**src/rtl/fetch_unit_if.sv**
```systemverilog
`default_nettype none
// ----------------------------------------------------------------------------
// fetch_unit_if : instruction-memory, redirect and decode-side bundle of fetch
// Rev 1.0
// ----------------------------------------------------------------------------
interface fetch_unit_if;
  logic        imem_req;
  logic [31:0] imem_addr;
  logic        imem_valid;
  logic [31:0] imem_rdata;
  logic        redirect;
  logic [31:0] redirect_pc;
  logic        id_ready;
  logic        id_valid;
  logic [31:0] id_instr;
  logic [31:0] id_pc;
  logic [6:0]  id_opcode;

  modport master (
    output imem_req, imem_addr, id_valid, id_instr, id_pc, id_opcode,
    input  imem_valid, imem_rdata, redirect, redirect_pc, id_ready
  );

  modport slave (
    input  imem_req, imem_addr, id_valid, id_instr, id_pc, id_opcode,
    output imem_valid, imem_rdata, redirect, redirect_pc, id_ready
  );
endinterface
`default_nettype wire

```
**src/rtl/fetch_unit.sv**
```systemverilog
`default_nettype none
// ----------------------------------------------------------------------------
// fetch_unit : RV32 fetch stage, one outstanding request, 2-entry instr FIFO;
// optional misaligned-redirect trap under FETCH_MISALIGN_TRAP_EN.  Rev 1.0
// ----------------------------------------------------------------------------
module fetch_unit #(
  parameter logic [31:0] RESET_PC = 32'h0000_0000
) (
  input  logic         clk,
  input  logic         rst,
  fetch_unit_if.master bus
`ifdef FETCH_MISALIGN_TRAP_EN
  ,
  output logic         misalign_err
`endif
);

  typedef enum logic [1:0] {
    S_FETCH = 2'd0,
    S_WAIT  = 2'd1,
    S_DROP  = 2'd2
`ifdef FETCH_MISALIGN_TRAP_EN
    ,
    S_HALT  = 2'd3
`endif
  } state_t;

  state_t      state;
  logic [31:0] fetch_pc;
  logic [31:0] req_pc;
  logic [1:0]  count;
  logic [31:0] head_instr;
  logic [31:0] head_pc;
  logic [31:0] tail_instr;
  logic [31:0] tail_pc;

  logic        issue;
  logic        push;
  logic        pop;
  logic        flush;
  logic [31:0] tgt_pc;

  // A request needs FETCH, room for its response, and no competing redirect.
  assign issue = (state == S_FETCH) && !bus.redirect && (count != 2'd2) && !rst;
  assign push  = (state == S_WAIT) && bus.imem_valid && !bus.redirect;
  assign pop   = (count != 2'd0) && bus.id_ready;

`ifdef FETCH_MISALIGN_TRAP_EN
  logic bad_tgt;
  assign tgt_pc  = bus.redirect_pc;
  assign bad_tgt = bus.redirect && (bus.redirect_pc[1:0] != 2'b00);
  assign flush   = bus.redirect && (state != S_HALT);
`else
  assign tgt_pc  = bus.redirect_pc & ~32'h0000_0003;
  assign flush   = bus.redirect;
`endif

  assign bus.imem_req  = issue;
  assign bus.imem_addr = (state == S_FETCH) ? fetch_pc : req_pc;
  assign bus.id_valid  = (count != 2'd0);
  assign bus.id_instr  = head_instr;
  assign bus.id_pc     = head_pc;
  assign bus.id_opcode = head_instr[6:0];

  always_ff @(posedge clk) begin
    if (rst) begin
      state      <= S_FETCH;
      fetch_pc   <= RESET_PC;
      req_pc     <= RESET_PC;
      count      <= 2'd0;
      head_instr <= 32'd0;
      head_pc    <= 32'd0;
      tail_instr <= 32'd0;
      tail_pc    <= 32'd0;
`ifdef FETCH_MISALIGN_TRAP_EN
      misalign_err <= 1'b0;
`endif
    end else begin
      if (flush)
        count <= 2'd0;
      else if (push && !pop)
        count <= count + 2'd1;
      else if (pop && !push)
        count <= count - 2'd1;

      // A flushed FIFO keeps the head registers frozen at their last value.
      if (!flush) begin
        if (pop && (count == 2'd2)) begin
          head_instr <= tail_instr;
          head_pc    <= tail_pc;
        end
        if (push) begin
          if ((count == 2'd0) || ((count == 2'd1) && pop)) begin
            head_instr <= bus.imem_rdata;
            head_pc    <= req_pc;
          end else begin
            tail_instr <= bus.imem_rdata;
            tail_pc    <= req_pc;
          end
        end
      end

      case (state)
        S_FETCH: begin
          if (bus.redirect) begin
            fetch_pc <= tgt_pc;
          end else if (issue) begin
            req_pc   <= fetch_pc;
            fetch_pc <= fetch_pc + 32'd4;
            state    <= S_WAIT;
          end
        end
        S_WAIT: begin
          if (bus.redirect) begin
            fetch_pc <= tgt_pc;
            state    <= bus.imem_valid ? S_FETCH : S_DROP;
          end else if (bus.imem_valid) begin
            state <= S_FETCH;
          end
        end
        S_DROP: begin
          if (bus.redirect)
            fetch_pc <= tgt_pc;
          if (bus.imem_valid)
            state <= S_FETCH;
        end
        default: begin
        end
      endcase

`ifdef FETCH_MISALIGN_TRAP_EN
      // Trap wins over whatever transition the redirect would otherwise take;
      // any response still in flight lands in HALT and is ignored there.
      if (bad_tgt && (state != S_HALT)) begin
        misalign_err <= 1'b1;
        state        <= S_HALT;
      end
`endif
    end
  end

endmodule
`default_nettype wire

```
**src/flat_wrapper.sv**
```systemverilog
// flat-port wrapper written by rule: the top's interface ports become plain ports
module fetch_unit_flat 
#(
  parameter logic [31:0] RESET_PC = 32'h0000_0000
)
  (clk, rst, bus_imem_req, bus_imem_addr, bus_id_valid, bus_id_instr, bus_id_pc, bus_id_opcode, bus_imem_valid, bus_imem_rdata, bus_redirect, bus_redirect_pc, bus_id_ready);
  fetch_unit_if bus_i ();
  input  logic clk;
  input  logic rst;
  output wire logic [$bits(bus_i.imem_req)-1:0] bus_imem_req;
  output wire logic [$bits(bus_i.imem_addr)-1:0] bus_imem_addr;
  output wire logic [$bits(bus_i.id_valid)-1:0] bus_id_valid;
  output wire logic [$bits(bus_i.id_instr)-1:0] bus_id_instr;
  output wire logic [$bits(bus_i.id_pc)-1:0] bus_id_pc;
  output wire logic [$bits(bus_i.id_opcode)-1:0] bus_id_opcode;
  input wire logic [$bits(bus_i.imem_valid)-1:0] bus_imem_valid;
  input wire logic [$bits(bus_i.imem_rdata)-1:0] bus_imem_rdata;
  input wire logic [$bits(bus_i.redirect)-1:0] bus_redirect;
  input wire logic [$bits(bus_i.redirect_pc)-1:0] bus_redirect_pc;
  input wire logic [$bits(bus_i.id_ready)-1:0] bus_id_ready;
  assign bus_imem_req = bus_i.imem_req;
  assign bus_imem_addr = bus_i.imem_addr;
  assign bus_id_valid = bus_i.id_valid;
  assign bus_id_instr = bus_i.id_instr;
  assign bus_id_pc = bus_i.id_pc;
  assign bus_id_opcode = bus_i.id_opcode;
  assign bus_i.imem_valid = bus_imem_valid;
  assign bus_i.imem_rdata = bus_imem_rdata;
  assign bus_i.redirect = bus_redirect;
  assign bus_i.redirect_pc = bus_redirect_pc;
  assign bus_i.id_ready = bus_id_ready;
  fetch_unit #(.RESET_PC(RESET_PC)) u_core (.clk(clk), .rst(rst), .bus(bus_i));
endmodule
```
**config.mk**
```make
export PLATFORM = sky130hd
export DESIGN_NAME = fetch_unit_flat
export DESIGN_NICKNAME = d
export VERILOG_FILES = /design/src/rtl/fetch_unit_if.sv /design/src/rtl/fetch_unit.sv /design/src/flat_wrapper.sv
export SDC_FILE = /design/constraint.sdc
export NUM_CORES = 1
export LEC_CHECK = 0
export CORE_AREA = 2 2 135 137
export CTS_BUF_LIST = sky130_fd_sc_hd__clkbuf_16
export CTS_CLUSTER_DIAMETER = 30
export DETAILED_ROUTE_END_ITERATION = 16
export DIE_AREA = 0 0 137 139
export PLACE_DENSITY_LB_ADDON = 0.12
export SYNTH_ARGS = -nofsm -noshare
export SYNTH_HDL_FRONTEND = slang
export SYNTH_SLANG_ARGS = --single-unit
```
**constraint.sdc**
```tcl
create_clock -name clk -period 2.3 [get_ports clk]
set_input_delay 0.345 -clock clk [delete_from_list [all_inputs] [get_ports clk]]
set_output_delay 0.345 -clock clk [all_outputs]
set_load 0.02 [all_outputs]
```
==> results.sh <==
export IMPL_syn_area_um2=8690
export IMPL_via_count=7803
export IMPL_drc_errors=0
export IMPL_max_freq_mhz=446
export IMPL_grt_start_max_net_pins=186
export IMPL_ios=174
export IMPL_flow_area_growth_from_synthesis_pct=30.9
export IMPL_cts_sinks=190
export IMPL_path_clk_slew_ps=80
export IMPL_max_cap_violations=0
export IMPL_setup_viol=0
export IMPL_yosysTopAreaCell="dfxtp_1"
export IMPL_rows=49
export IMPL_final_net_count=1264
export IMPL_yosys_top_cells_count="220 x nand2_1, 190 x dfxtp_1, 113 x a21oi_1"
export IMPL_cp_data_required_time_ps=1960
export IMPL_core_area_um2=17700
export IMPL_pre_cts_ws_ps=-184
export IMPL_fin_crit_sh_pct=97.5
export IMPL_numCtsBuffers=17
export IMPL_power_density_nw_per_um2=706
export IMPL_endpoint_kind="primary output"
export IMPL_antenna_cells=0
export IMPL_seq_area_frac_synth_pct=43.7
export IMPL_postCtsSetupBuffers=0
export IMPL_final_area_um2=11400
export IMPL_drive_above_1_share_pct=11.5
export IMPL_max_clock_path_buffers=2
export IMPL_die_x_um=137
export IMPL_cpMaxStageDelayCell="or4b_2"
export IMPL_start_util_pct=49.2
export IMPL_globalRouteTotalUtil_pct=23.3
export IMPL_path_class="reg2out"
export IMPL_hold_path_class="in2reg"
export IMPL_avgSynthCellArea_um2=8.31
export IMPL_start_kind="flip-flop"
export IMPL_antenna_found_initial=0
export IMPL_whs_ps=227
export IMPL_min_period_ps=2240
export IMPL_portBuffers=169
export IMPL_die_area_um2=19000
export IMPL_worstPathArrival_ps=1900
export IMPL_setup_ws_ps=58.1
export IMPL_hold_buffers=0
export IMPL_clkLatencyLatePin_ps=430
export IMPL_chipHeight_um=139
export IMPL_vdd_ir_drop_max_mv=0.543
export IMPL_detail_route_antenna_nets=0
export IMPL_placedInstanceArea_um2=10800
export IMPL_first_pass_iters=7
export IMPL_place_congestion=0.929
export IMPL_leakagePower_nw=3.87
export IMPL_fin_skew_ps=9.13
export IMPL_hpwl_mm=15.1
export IMPL_relSlewSlack_pct=41.2
export IMPL_viasPerCell=5.46
export IMPL_cpPeakStageDelay_ps=670
export IMPL_synth_top_area_share_pct=43.7
export IMPL_grt_pass1_vias=6954
export IMPL_yosys_most_used_dff="dfxtp_1"
export IMPL_clockRootBuffer="clkbuf_16"
export IMPL_fin_util_pct=64.4
export IMPL_grt_pass1_wl_mm=35.9
export IMPL_drtIter0Drc=481
export IMPL_wl_per_cell_um=15.7
export IMPL_tightest_slew_ps=883
export IMPL_ys_ff_latch=190
export IMPL_wirelength_mm=22.4
export IMPL_cts_tree="yes"
export IMPL_rsz0062_at_grt="no"
export IMPL_hold_viol=0
export IMPL_synthMostInstantiatedCell="nand2_1"
export IMPL_yosysWarnings=0
export IMPL_postSynthCellCount=1046
export IMPL_cp_cell_sequence="inv_1 > ha_1 > or4b_2 > inv_2 > buf_4"
export IMPL_maxSlewViolCount=0
export IMPL_async_reset_ff_share_pct=0
export IMPL_tns_ps=0
export IMPL_h_tree_depth=4
export IMPL_grt_overflow=0
export IMPL_cp_max_fo=2
export IMPL_ys_types=65
export IMPL_status="finished clean"
export IMPL_synth_edf_count=0
export IMPL_synth_area_leaders="dfxtp_1 44%, nand2_1 9.5%, mux2i_1 7.3%, a21oi_1 6.5%, a211oi_1 5.7%"
==> cell type report <==
class                   instances  area (µm²)
clock buffers                  17         425
clock inverters                15         178
fillers                      1547        6280
inverters                       9        33.8
multi-input cells             749        4450
flip-flops and latches        190        3800
well taps                     229         287
repair buffers                219        2200
==> sequential cells by signal, indices dropped and copies added (netlist names) <==
signal and cells:
u_core.fetch_pc 30, u_core.bus.id_pc 32, u_core.count 2, u_core.tail_pc 30, u_core.req_pc 30, u_core.bus.id_instr 32, u_core.state 2, u_core.tail_instr 32
==> through the flow <==
stage	instances	total power [W]
floorplan	1047	0.00444
CTS	1428	0.00807
finish	1428	0.00803
global route	1428	0.00832
global placement	1395	0.00508
detailed placement	1395	0.00509
==> cell families (layout without fill, tap and decap cells) <==
logic type	Yosys count	in the layout	synth area share (%)
buffers and inverters	108	260	5.48
XOR/XNOR	2	2	0.202
flip-flops	190	190	43.7
AND/OR/NAND/NOR	391	391	19.8
multiplexers	93	93	11.1
other	1	2	0.0431
AO/OA/AOI/OAI	252	252	18.3
adder cells (fa/ha/maj)	9	9	1.30
==> layer usage <==
metal	share of wire, %	global-route usage (%)	up-vias
li1	-	-	3953
met5	0	0	-
met2	45	35.5	266
met3	6.0	3.18	30
met1	47	34.0	3554
met4	1.7	7.27	0
==> worst paths after layout <==
path | to | start | slack (ps) | depth (start not counted)
max reg2reg | u_core.state[1] | u_core.count[0] | 180 | 8
min reg2reg | u_core.tail_instr[3] | u_core.tail_instr[3] | 450 | 2
min | u_core.req_pc[23] | rst | 230 | 3
max | bus_imem_req | u_core.count[0] | 60 | 5
==> worst max-delay path: cells and delay by family, from the launching register on <==
family / cells / cell delay, ps
AND/OR/NAND/NOR: 1 / 670
buffers and inverters: 3 / 270
flip-flops: 1 / 330
adder cells (fa/ha/maj): 1 / 210
==> timing repair <==
| item | 4_1_cts | 5_1_grt |
|---|---|---|
| endpoints found under the hold margin | 0 | 0 |
| pin swaps | 1 | 1 |
| cloned | 1 | 0 |
| setup endpoints to repair | 31 | 25 |
| gates resized for setup | 44 | 16 |
==> cell usage in the layout, fill, tap and decap left out, types with 7 or more instances in the layout <==
cell type and instances:
clkdlybuf4s50_1 137, dfxtp_1 190, ha_1 8, mux2_2 30
and3_1 7, nand2_1 219, a211oi_1 66, o21ai_0 19
nor2_1 92, dlygate4sd2_1 15, buf_4 38, a21oi_1 113
clkbuf_16 17, nor3_1 9, nand4_1 10, nand3_1 15
mux2i_1 63, nor4_1 7, inv_1 7, clkdlybuf4s15_1 11
buf_12 12
==> where the power goes <==
| part | total (W) | internal [W] | switching [W] |
|---|---|---|---|
| combinational | 0.00148 | 0.000689 | 0.000788 |
| clock | 0.00301 | 0.00164 | 0.00137 |
| sequential | 0.00355 | 0.00341 | 0.000136 |
| total | 0.00803 | 0.00574 | 0.00229 |
No activity file was read; power rests on OpenSTA's default activity.
